===== src/rtl/imem_loader_if.sv =====
// Byte-stream receive channel and instruction-memory write port of the
// boot program loader. The master side sources the byte stream and
// observes the write port. The slave side is the loader itself.
interface imem_loader_if;
  // Byte stream: a byte moves on any cycle with rx_valid & rx_ready
  logic        rx_valid;
  logic [7:0]  rx_byte;
  logic        rx_ready;

  // Instruction-memory write port, owned by the loader
  logic        im_we;
  logic [15:0] im_addr;
  logic [15:0] im_wdata;

  modport master (
    output rx_valid,
    output rx_byte,
    input  rx_ready,
    input  im_we,
    input  im_addr,
    input  im_wdata
  );

  modport slave (
    input  rx_valid,
    input  rx_byte,
    output rx_ready,
    output im_we,
    output im_addr,
    output im_wdata
  );
endinterface


===== src/rtl/imem_loader.sv =====
// Boot-time instruction-memory loader.
// Consumes a byte stream: a 16-bit word count N (high byte first), then
// N big-endian 16-bit words. It writes the words to instruction memory at
// addresses 0..N-1 and holds the CPU in reset until a load succeeds.
// Optional feature macro IMEM_LOADER_CHECKSUM_EN: when defined, a trailing
// checksum byte (8-bit sum of all preceding stream bytes) is consumed and
// compared, and a mismatch ends the load in the error state.
// ADDR_W is assumed to be at most 15 so a valid word count fits the
// (ADDR_W+1)-bit counter.
module imem_loader #(
  parameter int unsigned ADDR_W    = 8,
  parameter int unsigned MAX_WORDS = 256
) (
  input  logic          clk,
  input  logic          pc_reset,
  input  logic          start,
  imem_loader_if.slave  bus,
  output logic          cpu_hold,
  output logic          busy,
  output logic          done,
  output logic          err
);

  localparam int unsigned CntW = ADDR_W + 1;

  localparam logic [16:0]     MaxWordsW = 17'(MAX_WORDS);
  localparam logic [CntW-1:0] CntOne    = CntW'(1);

  typedef enum logic [2:0] {
    StIdle,
    StLenHi,
    StLenLo,
    StDataHi,
    StDataLo,
`ifdef IMEM_LOADER_CHECKSUM_EN
    StChk,
`endif
    StDone,
    StErr
  } state_e;

  state_e state_q, state_d;

  logic [7:0]        len_hi_q, len_hi_d;
  logic [CntW-1:0]   len_q, len_d;
  logic [7:0]        hi_q, hi_d;
  logic [CntW-1:0]   cnt_q, cnt_d;
  logic              we_q, we_d;
  logic [ADDR_W-1:0] addr_q, addr_d;
  logic [15:0]       wdata_q, wdata_d;
`ifdef IMEM_LOADER_CHECKSUM_EN
  logic [7:0]        sum_q, sum_d;
`endif

  logic              rx_ready;
  logic              xfer;
  logic              start_ok;
  logic [15:0]       len_full;
  logic              len_bad;
  logic [CntW-1:0]   cnt_inc;
  logic              last_word;

  assign xfer      = bus.rx_valid & rx_ready;
  // Start is only honoured from the resting states
  assign start_ok  = start & (state_q inside {StIdle, StDone, StErr});
  assign len_full  = {len_hi_q, bus.rx_byte};
  assign len_bad   = (len_full == 16'd0) || ({1'b0, len_full} > MaxWordsW);
  assign cnt_inc   = cnt_q + CntOne;
  assign last_word = (cnt_inc == len_q);

  // Next-state and datapath update for the stream parser
  always_comb begin
    state_d  = state_q;
    len_hi_d = len_hi_q;
    len_d    = len_q;
    hi_d     = hi_q;
    cnt_d    = cnt_q;
    we_d     = 1'b0;
    addr_d   = addr_q;
    wdata_d  = wdata_q;

    case (state_q)
      StIdle, StDone, StErr: begin
        if (start) begin
          state_d = StLenHi;
          cnt_d   = '0;
        end
      end
      StLenHi: begin
        if (xfer) begin
          len_hi_d = bus.rx_byte;
          state_d  = StLenLo;
        end
      end
      StLenLo: begin
        if (xfer) begin
          if (len_bad) begin
            state_d = StErr;
          end else begin
            len_d   = CntW'(len_full);
            state_d = StDataHi;
          end
        end
      end
      StDataHi: begin
        if (xfer) begin
          hi_d    = bus.rx_byte;
          state_d = StDataLo;
        end
      end
      StDataLo: begin
        if (xfer) begin
          // Word completes here; the write strobe appears next cycle
          we_d    = 1'b1;
          addr_d  = cnt_q[ADDR_W-1:0];
          wdata_d = {hi_q, bus.rx_byte};
          cnt_d   = cnt_inc;
          if (last_word) begin
`ifdef IMEM_LOADER_CHECKSUM_EN
            state_d = StChk;
`else
            state_d = StDone;
`endif
          end else begin
            state_d = StDataHi;
          end
        end
      end
`ifdef IMEM_LOADER_CHECKSUM_EN
      StChk: begin
        if (xfer) begin
          state_d = (bus.rx_byte == sum_q) ? StDone : StErr;
        end
      end
`endif
      default: state_d = StIdle;
    endcase
  end

`ifdef IMEM_LOADER_CHECKSUM_EN
  // Running sum over every length and data byte; the checksum byte is excluded
  always_comb begin
    sum_d = sum_q;
    if (start_ok) begin
      sum_d = '0;
    end else if (xfer && (state_q != StChk)) begin
      sum_d = sum_q + bus.rx_byte;
    end
  end
`endif

  // State register with synchronous active-low reset
  always_ff @(posedge clk) begin
    if (!pc_reset) begin
      state_q  <= StIdle;
      len_hi_q <= '0;
      len_q    <= '0;
      hi_q     <= '0;
      cnt_q    <= '0;
      we_q     <= 1'b0;
      addr_q   <= '0;
      wdata_q  <= '0;
    end else begin
      state_q  <= state_d;
      len_hi_q <= len_hi_d;
      len_q    <= len_d;
      hi_q     <= hi_d;
      cnt_q    <= cnt_d;
      we_q     <= we_d;
      addr_q   <= addr_d;
      wdata_q  <= wdata_d;
    end
  end

`ifdef IMEM_LOADER_CHECKSUM_EN
  // Checksum accumulator register
  always_ff @(posedge clk) begin
    if (!pc_reset) begin
      sum_q <= '0;
    end else begin
      sum_q <= sum_d;
    end
  end
`endif

  // Status and handshake outputs decoded from the current state
  always_comb begin
    rx_ready = 1'b0;
    busy     = 1'b0;
    cpu_hold = 1'b1;
    done     = 1'b0;
    err      = 1'b0;
    case (state_q)
      StLenHi, StLenLo, StDataHi, StDataLo: begin
        rx_ready = 1'b1;
        busy     = 1'b1;
      end
`ifdef IMEM_LOADER_CHECKSUM_EN
      StChk: begin
        rx_ready = 1'b1;
        busy     = 1'b1;
      end
`endif
      StDone: begin
        done     = 1'b1;
        cpu_hold = 1'b0;
      end
      StErr: begin
        err = 1'b1;
      end
      default: ;
    endcase
  end

  assign bus.rx_ready = rx_ready;
  assign bus.im_we    = we_q;
  assign bus.im_addr  = 16'(addr_q);
  assign bus.im_wdata = wdata_q;

endmodule


===== src/flat_wrapper.sv =====
// flat-port wrapper written by rule: the top's interface ports become plain ports
module imem_loader_flat 
#(
  parameter int unsigned ADDR_W    = 8,
  parameter int unsigned MAX_WORDS = 256
)
  (clk, pc_reset, start, cpu_hold, busy, done, err, bus_rx_valid, bus_rx_byte, bus_rx_ready, bus_im_we, bus_im_addr, bus_im_wdata);
  imem_loader_if bus_i ();
  input  logic clk;
  input  logic pc_reset;
  input  logic start;
  output logic cpu_hold;
  output logic busy;
  output logic done;
  output logic err;
  input wire logic [$bits(bus_i.rx_valid)-1:0] bus_rx_valid;
  input wire logic [$bits(bus_i.rx_byte)-1:0] bus_rx_byte;
  output wire logic [$bits(bus_i.rx_ready)-1:0] bus_rx_ready;
  output wire logic [$bits(bus_i.im_we)-1:0] bus_im_we;
  output wire logic [$bits(bus_i.im_addr)-1:0] bus_im_addr;
  output wire logic [$bits(bus_i.im_wdata)-1:0] bus_im_wdata;
  assign bus_i.rx_valid = bus_rx_valid;
  assign bus_i.rx_byte = bus_rx_byte;
  assign bus_rx_ready = bus_i.rx_ready;
  assign bus_im_we = bus_i.im_we;
  assign bus_im_addr = bus_i.im_addr;
  assign bus_im_wdata = bus_i.im_wdata;
  imem_loader #(.ADDR_W(ADDR_W), .MAX_WORDS(MAX_WORDS)) u_core (.clk(clk), .pc_reset(pc_reset), .start(start), .bus(bus_i), .cpu_hold(cpu_hold), .busy(busy), .done(done), .err(err));
endmodule

===== config.mk =====
export PLATFORM = sky130hd
export DESIGN_NAME = imem_loader_flat
export DESIGN_NICKNAME = d
export VERILOG_FILES = /design/src/rtl/imem_loader_if.sv /design/src/rtl/imem_loader.sv /design/src/flat_wrapper.sv
export SDC_FILE = /design/constraint.sdc
export NUM_CORES = 1
export LEC_CHECK = 0
export BUFFER_PORTS_ARGS = -buffer_cell sky130_fd_sc_hd__buf_2
export CAP_MARGIN = 30
export CELL_PAD_IN_SITES_DETAIL_PLACEMENT = 2
export CELL_PAD_IN_SITES_GLOBAL_PLACEMENT = 2
export CORE_MARGIN = 10
export CORE_UTILIZATION = 33
export CTS_CLUSTER_SIZE = 8
export DETAILED_ROUTE_END_ITERATION = 7
export PLACE_DENSITY_LB_ADDON = 0.1
export SLEW_MARGIN = 20
export SYNTH_ARGS = -nofsm -noshare
export SYNTH_HDL_FRONTEND = slang
export SYNTH_SLANG_ARGS = --single-unit

===== constraint.sdc =====
create_clock -name clk -period 3.1 [get_ports clk]
set_clock_uncertainty 0.15 [all_clocks]
set_input_delay 0.62 -clock clk [delete_from_list [all_inputs] [get_ports clk]]
set_output_delay 0.62 -clock clk [all_outputs]
set_load 0.03 [all_outputs]

---- Word level (Yosys, flattened, before mapping) ----
Cells that the tools add are included.
word-level totals
  register bits after elaboration ......... 62
  input port bits ......................... 12
  output and inout port bits .............. 38
  logic and storage cells ................. 53
operators by class
  add/sub/neg operators ................... 1
  order comparisons ....................... 1
  equal/unequal tests ..................... 12
  mux-type cells .......................... 16
  bitwise operators ....................... 2
  reductions and logical operators ........ 13
operators with widths
  cell                                                   number
  2-to-1 mux 3 bit                                       7
  2-to-1 mux 9 bit                                       2
  case mux 9 bit (2 select lines)                        1
  > comparator 16 x 9 -> 1 bit, second input constant    1
  zero test 16 bit                                       1
  case mux 3 bit (5 select lines)                        1
  adder 9 x 1 -> 9 bit, second input constant            1
  == test 3 bit, second input constant                   3
  == test 9 bit                                          1
  inequality test 2 x 1 -> 1 bit, second input constant  4
  AND reduction 2 bit                                    4
  == test 3 x 2 -> 1 bit, second input constant          2
  AND reduction 3 bit                                    2
  2-to-1 mux 1 bit                                       5
  AND reduction 5 bit                                    1
  OR reduction 4 bit                                     1
  == test 3 x 1 -> 1 bit, second input constant          1
  zero test 3 bit                                        1
  OR reduction 3 bit                                     1
  inequality test 2 bit, second input constant           1
  nonzero test 2 bit                                     1
  bitwise AND 1 bit                                      1
  logical OR 1 bit                                       1
  inverter 1 bit                                         1

---- Longest topological paths before layout ----
  depth after elaboration ................. 6
  mapped depth ............................ 8
  depth with buffers taken out ............ 6

---- Worst setup path after synthesis ----
Ideal clock, no wire load.
  kind .................................... reg-to-reg
  start point ............................. register u_core.cnt_q[0]
  end point ............................... register u_core.state_q[1]
  library setup time ...................... 0.115 ns
  data arrival time ....................... 2.135 ns
  data required time ...................... 2.835 ns
  path slack .............................. 0.701 ns
  stages on the path, launching flop included .. 7
  path buffers ............................ 0
  clock period less this slack ............ 2.399 ns
  cells stage by stage .................... dfxtp_1 -> ha_1 -> nand3_2 -> or4_1 -> a2111o_1 -> a211o_1 -> o21a_1
between the ends
  longest elaborated chain between the ends .. 5
RTL lines
  what                             line                source
  from (decl)                      imem_loader.sv:47   logic [CntW-1:0] cnt_q, cnt_d;
  from (signal assigned)           imem_loader.sv:168  cnt_q <= cnt_d;
  adder 9 x 1 -> 9 bit             imem_loader.sv:68   assign cnt_inc = cnt_q + CntOne;
  == test 9 bit                    imem_loader.sv:69   assign last_word = (cnt_inc == len_q);
  2-to-1 mux 3 bit                 imem_loader.sv:118  if (last_word) begin
  2-to-1 mux 3 bit                 imem_loader.sv:112  if (xfer) begin
  case mux 3 bit (5 select lines)  imem_loader.sv:82   case (state_q)
  to (signal assigned)             imem_loader.sv:155  state_q <= StIdle;
  to (signal assigned)             imem_loader.sv:164  state_q <= state_d;
  to (decl)                        imem_loader.sv:42   state_e state_q, state_d;
No other way between the ends. The select of a mux whose other input is x is not followed.
A chain may end at the register's enable or synchronous reset.

---- Worst setup path in the final report ----
Same ends and word-level chain as after synthesis.

==> flow_metrics.tcl <==
set metrics [dict create \
    drtIter0Drc 101 \
    hold_viol 0 \
    worstSkewPairLatency_ns 0.34 \
    area_growth_pct 17.3 \
    grt_max_degree 36 \
    cts_setup_buffers 0 \
    grt_first_pass_wirelength_um 15200 \
    cp-start-kind "flop" \
    final_area_um2 3510 \
    cts_resized 0 \
    p_comb_share_pct 11.4 \
    core_area_um2 8760 \
    layout_commonest_cell "nand2_1" \
    io_buffer_count 41 \
    min_path_type "reg -> reg" \
    rr_endpoint "u_core.state_q[1]$_SDFFE_PN0P_" \
    max_stage_delay_ns 0.55 \
    yosys_warnings 0 \
    r2r-start "u_core.cnt_q[0]$_SDFFE_PN0P_" \
    min_period_ns 2.73 \
    io_pins 50 \
    status "finished, final reports clean" \
    totalWireLength_um 9300 \
    endpoint_kind "flop" \
    wl_met2_um 4370 \
    reg2reg_setup_slack_ns 0.37 \
    post-route-util_pct 40.0 \
    yosysUniqueCellTypes 50 \
    cp_slowest_cell "or4_1" \
    final_cell_mix "nand2_1, dfxtp_1, a21boi_0, buf_2, nor2b_1" \
    hold_ws_ns 0.312 \
    setup-violations-final 0 \
    path_class "reg -> reg" \
    p_leak_nw 1.32 \
    path_max_fanout 8 \
    drive_above_1_share_pct 18.6 \
    crit_start "u_core.cnt_q[0]$_SDFFE_PN0P_" \
    cts_made_buffers 9 \
    p_sw_share_pct 25.1 \
    fmax_ghz 0.366 \
    die_h_um 115 \
    r2r_cells 6 \
    grt_overflow_total 0 \
    met3_length_um 325 \
    ys_ff_latch 62 \
    finalMaxSlewViolations 0 \
    p_int_mw 1.40 \
    dieWidth_um 115 \
    rows 34 \
    place_area_um2 3270 \
    p_seq_share_pct 44.0 \
    grt_use_total_pct 14.3 \
    top_layer "met4" \
    rsz0062_at_grt "false" \
    synth_async_sr_flop_share_pct 0 \
    endpoint "u_core.state_q[1]$_SDFFE_PN0P_" \
    irDropWorstVdd_v 0.000214 \
    power_mw 1.87 \
    synth_edf_count 0 \
    via_count 2656 \
    tns_ns 0 \
    post-route-period-util_pct 88.0 \
    hpwl_um 6610 \
    detail_route.wl_per_cell_um 18.2 \
    die-area_um2 13300 \
    required_ns 3.18 \
    cp.arrival_ns 2.81 \
    drt_pass1_iterations 4 \
    cts_tree "built" \
    met1_length_um 4520 \
    grt_pass1_vias 2874 \
    pwr-share-clk_pct 44.6 \
    clk_pin_slew_ns 0.06 \
    syn_area_per_cell_um2 8.21 \
    cts_hold_buf 0 \
    fin_nets 412 \
    cts_buffer_depth 2 \
    yosys_most_used_dff "dfxtp_1" \
    powerDensity_nw_per_um2 534 \
    n_antenna_cell 0 \
    synth_area_um2 2990 \
    synthCells 364 \
    slew_headroom_pct 59.2 \
    gp_congestion 0.783 \
    drv_cap 0 \
    cp_cell_sequence "ha_1 > nand3_2 > or4_1 > a2111o_1 > a211o_1 > o21a_1" \
    seq_area_frac_synth_pct 41.5 \
    vias_per_cell 5.19 \
    numClockSinks 62 \
    ant_nets 0 \
    htreeDepth 3 \
    drc 0 \
    p_switching_uw 471 \
    start_util_pct 34.1 \
    tightest_slew_ns 0.612 \
    antenna_found_initial 0 \
    cts-root-buf "clkbuf_8" \
]
==> cells in the mapped netlist, drive strengths merged (2+ instances only) <==
master / number / area [um2]
dfxtp: 62 / 1240
a22oi: 2 / 15.0
xnor2: 8 / 70.1
clkbuf: 23 / 86.3
xor2: 2 / 17.5
a21boi: 48 / 360
nand2b: 2 / 12.5
nand3: 8 / 45.0
or3: 3 / 20.0
and3: 6 / 38.8
buf: 11 / 77.6
a21oi: 3 / 15.0
a31oi: 2 / 12.5
a211o: 2 / 17.5
mux2i: 11 / 110
nor3: 4 / 20.0
o21ai: 11 / 55.1
nand4: 2 / 12.5
and2: 4 / 25.0
nor2b: 13 / 81.3
nand2: 95 / 364
nand3b: 3 / 22.5
o21a: 3 / 22.5
o22ai: 3 / 18.8
inv: 2 / 7.51
nor2: 8 / 30.0
nor4: 5 / 31.3
==> logic make-up (layout without fill, tap and decap cells) <==
group	after synthesis	count (layout)	share of synthesized area, %
flip-flops	62	62	41.5
other	1	8	0.125
multiplexers	12	12	4.06
adder cells (fa/ha/maj)	1	1	0.419
AND/OR/NAND/NOR	159	159	25.3
AO/OA/AOI/OAI	83	83	19.9
buffers and inverters	36	69	5.73
XOR/XNOR	10	10	2.93
==> how the worst min path moves through the flow <==
stage	end	slack, ns	startpoint	cells after the start
after CTS	u_core.bus.im_wdata[15]$_SDFFE_PN0P_	0.32	u_core.bus.im_wdata[15]$_SDFFE_PN0P_	2
after global placement	u_core.bus.im_wdata[7]$_SDFFE_PN0P_	0.30	u_core.bus.im_wdata[7]$_SDFFE_PN0P_	2
after detailed placement	u_core.bus.im_wdata[12]$_SDFFE_PN0P_	0.31	u_core.bus.im_wdata[12]$_SDFFE_PN0P_	2
after floorplan	u_core.bus.im_wdata[10]$_SDFFE_PN0P_	0.29	u_core.hi_q[2]$_SDFFE_PN0P_	2
final	u_core.bus.im_wdata[15]$_SDFFE_PN0P_	0.31	u_core.bus.im_wdata[15]$_SDFFE_PN0P_	2
after global routing	u_core.addr_q[5]$_SDFFE_PN0P_	0.34	u_core.addr_q[5]$_SDFFE_PN0P_	2
==> sequential cells by signal (all words and copies together), names as in the netlist <==
register / count
u_core.cnt_q: 9
u_core.len_hi_q: 8
u_core.bus.im_wdata: 16
u_core.len_q: 9
u_core.hi_q: 8
u_core.state_q: 3
u_core.addr_q: 8
u_core.bus.im_we: 1
==> critical path: cells and delay by family (launching register included) <==
family	cells	cell delay (ns)
AND/OR/NAND/NOR	2	0.73
flip-flops	1	0.47
AO/OA/AOI/OAI	3	0.89
adder cells (fa/ha/maj)	1	0.39
==> cell type report <==
class	count	area (um2)
repair buffers	51	280
well taps	108	135
clock inverters	3	65.1
inverters	2	7.51
clock buffers	13	169
multi-input cells	273	1610
fillers	1046	5260
flip-flops and latches	62	1240
==> power by group through the flow <==
stage | clock [mW] | combinational (mW) | sequential (mW)
final | 0.835 | 0.214 | 0.823
after global routing | 0.892 | 0.235 | 0.825
after CTS | 0.862 | 0.216 | 0.823
after detailed placement | 0 | 0.215 | 0.841
after global placement | 0 | 0.211 | 0.840
after floorplan | 0 | 0.150 | 0.843
==> layer usage <==
metal  global-route usage [%]  vias to the layer above
met5                        0                        -
met4                     3.96                        0
met3                     3.44                        7
met2                     23.2                       37
met1                     18.3                     1314
li1                         -                     1298
==> stage by stage <==
step,setup slack (ns),cells
floorplan,0.701,371
global placement,0.566,496
detailed placement,0.429,496
CTS,0.391,512
global route,0.240,512
finish,0.371,512
No activity file was read; power rests on OpenSTA's default activity.
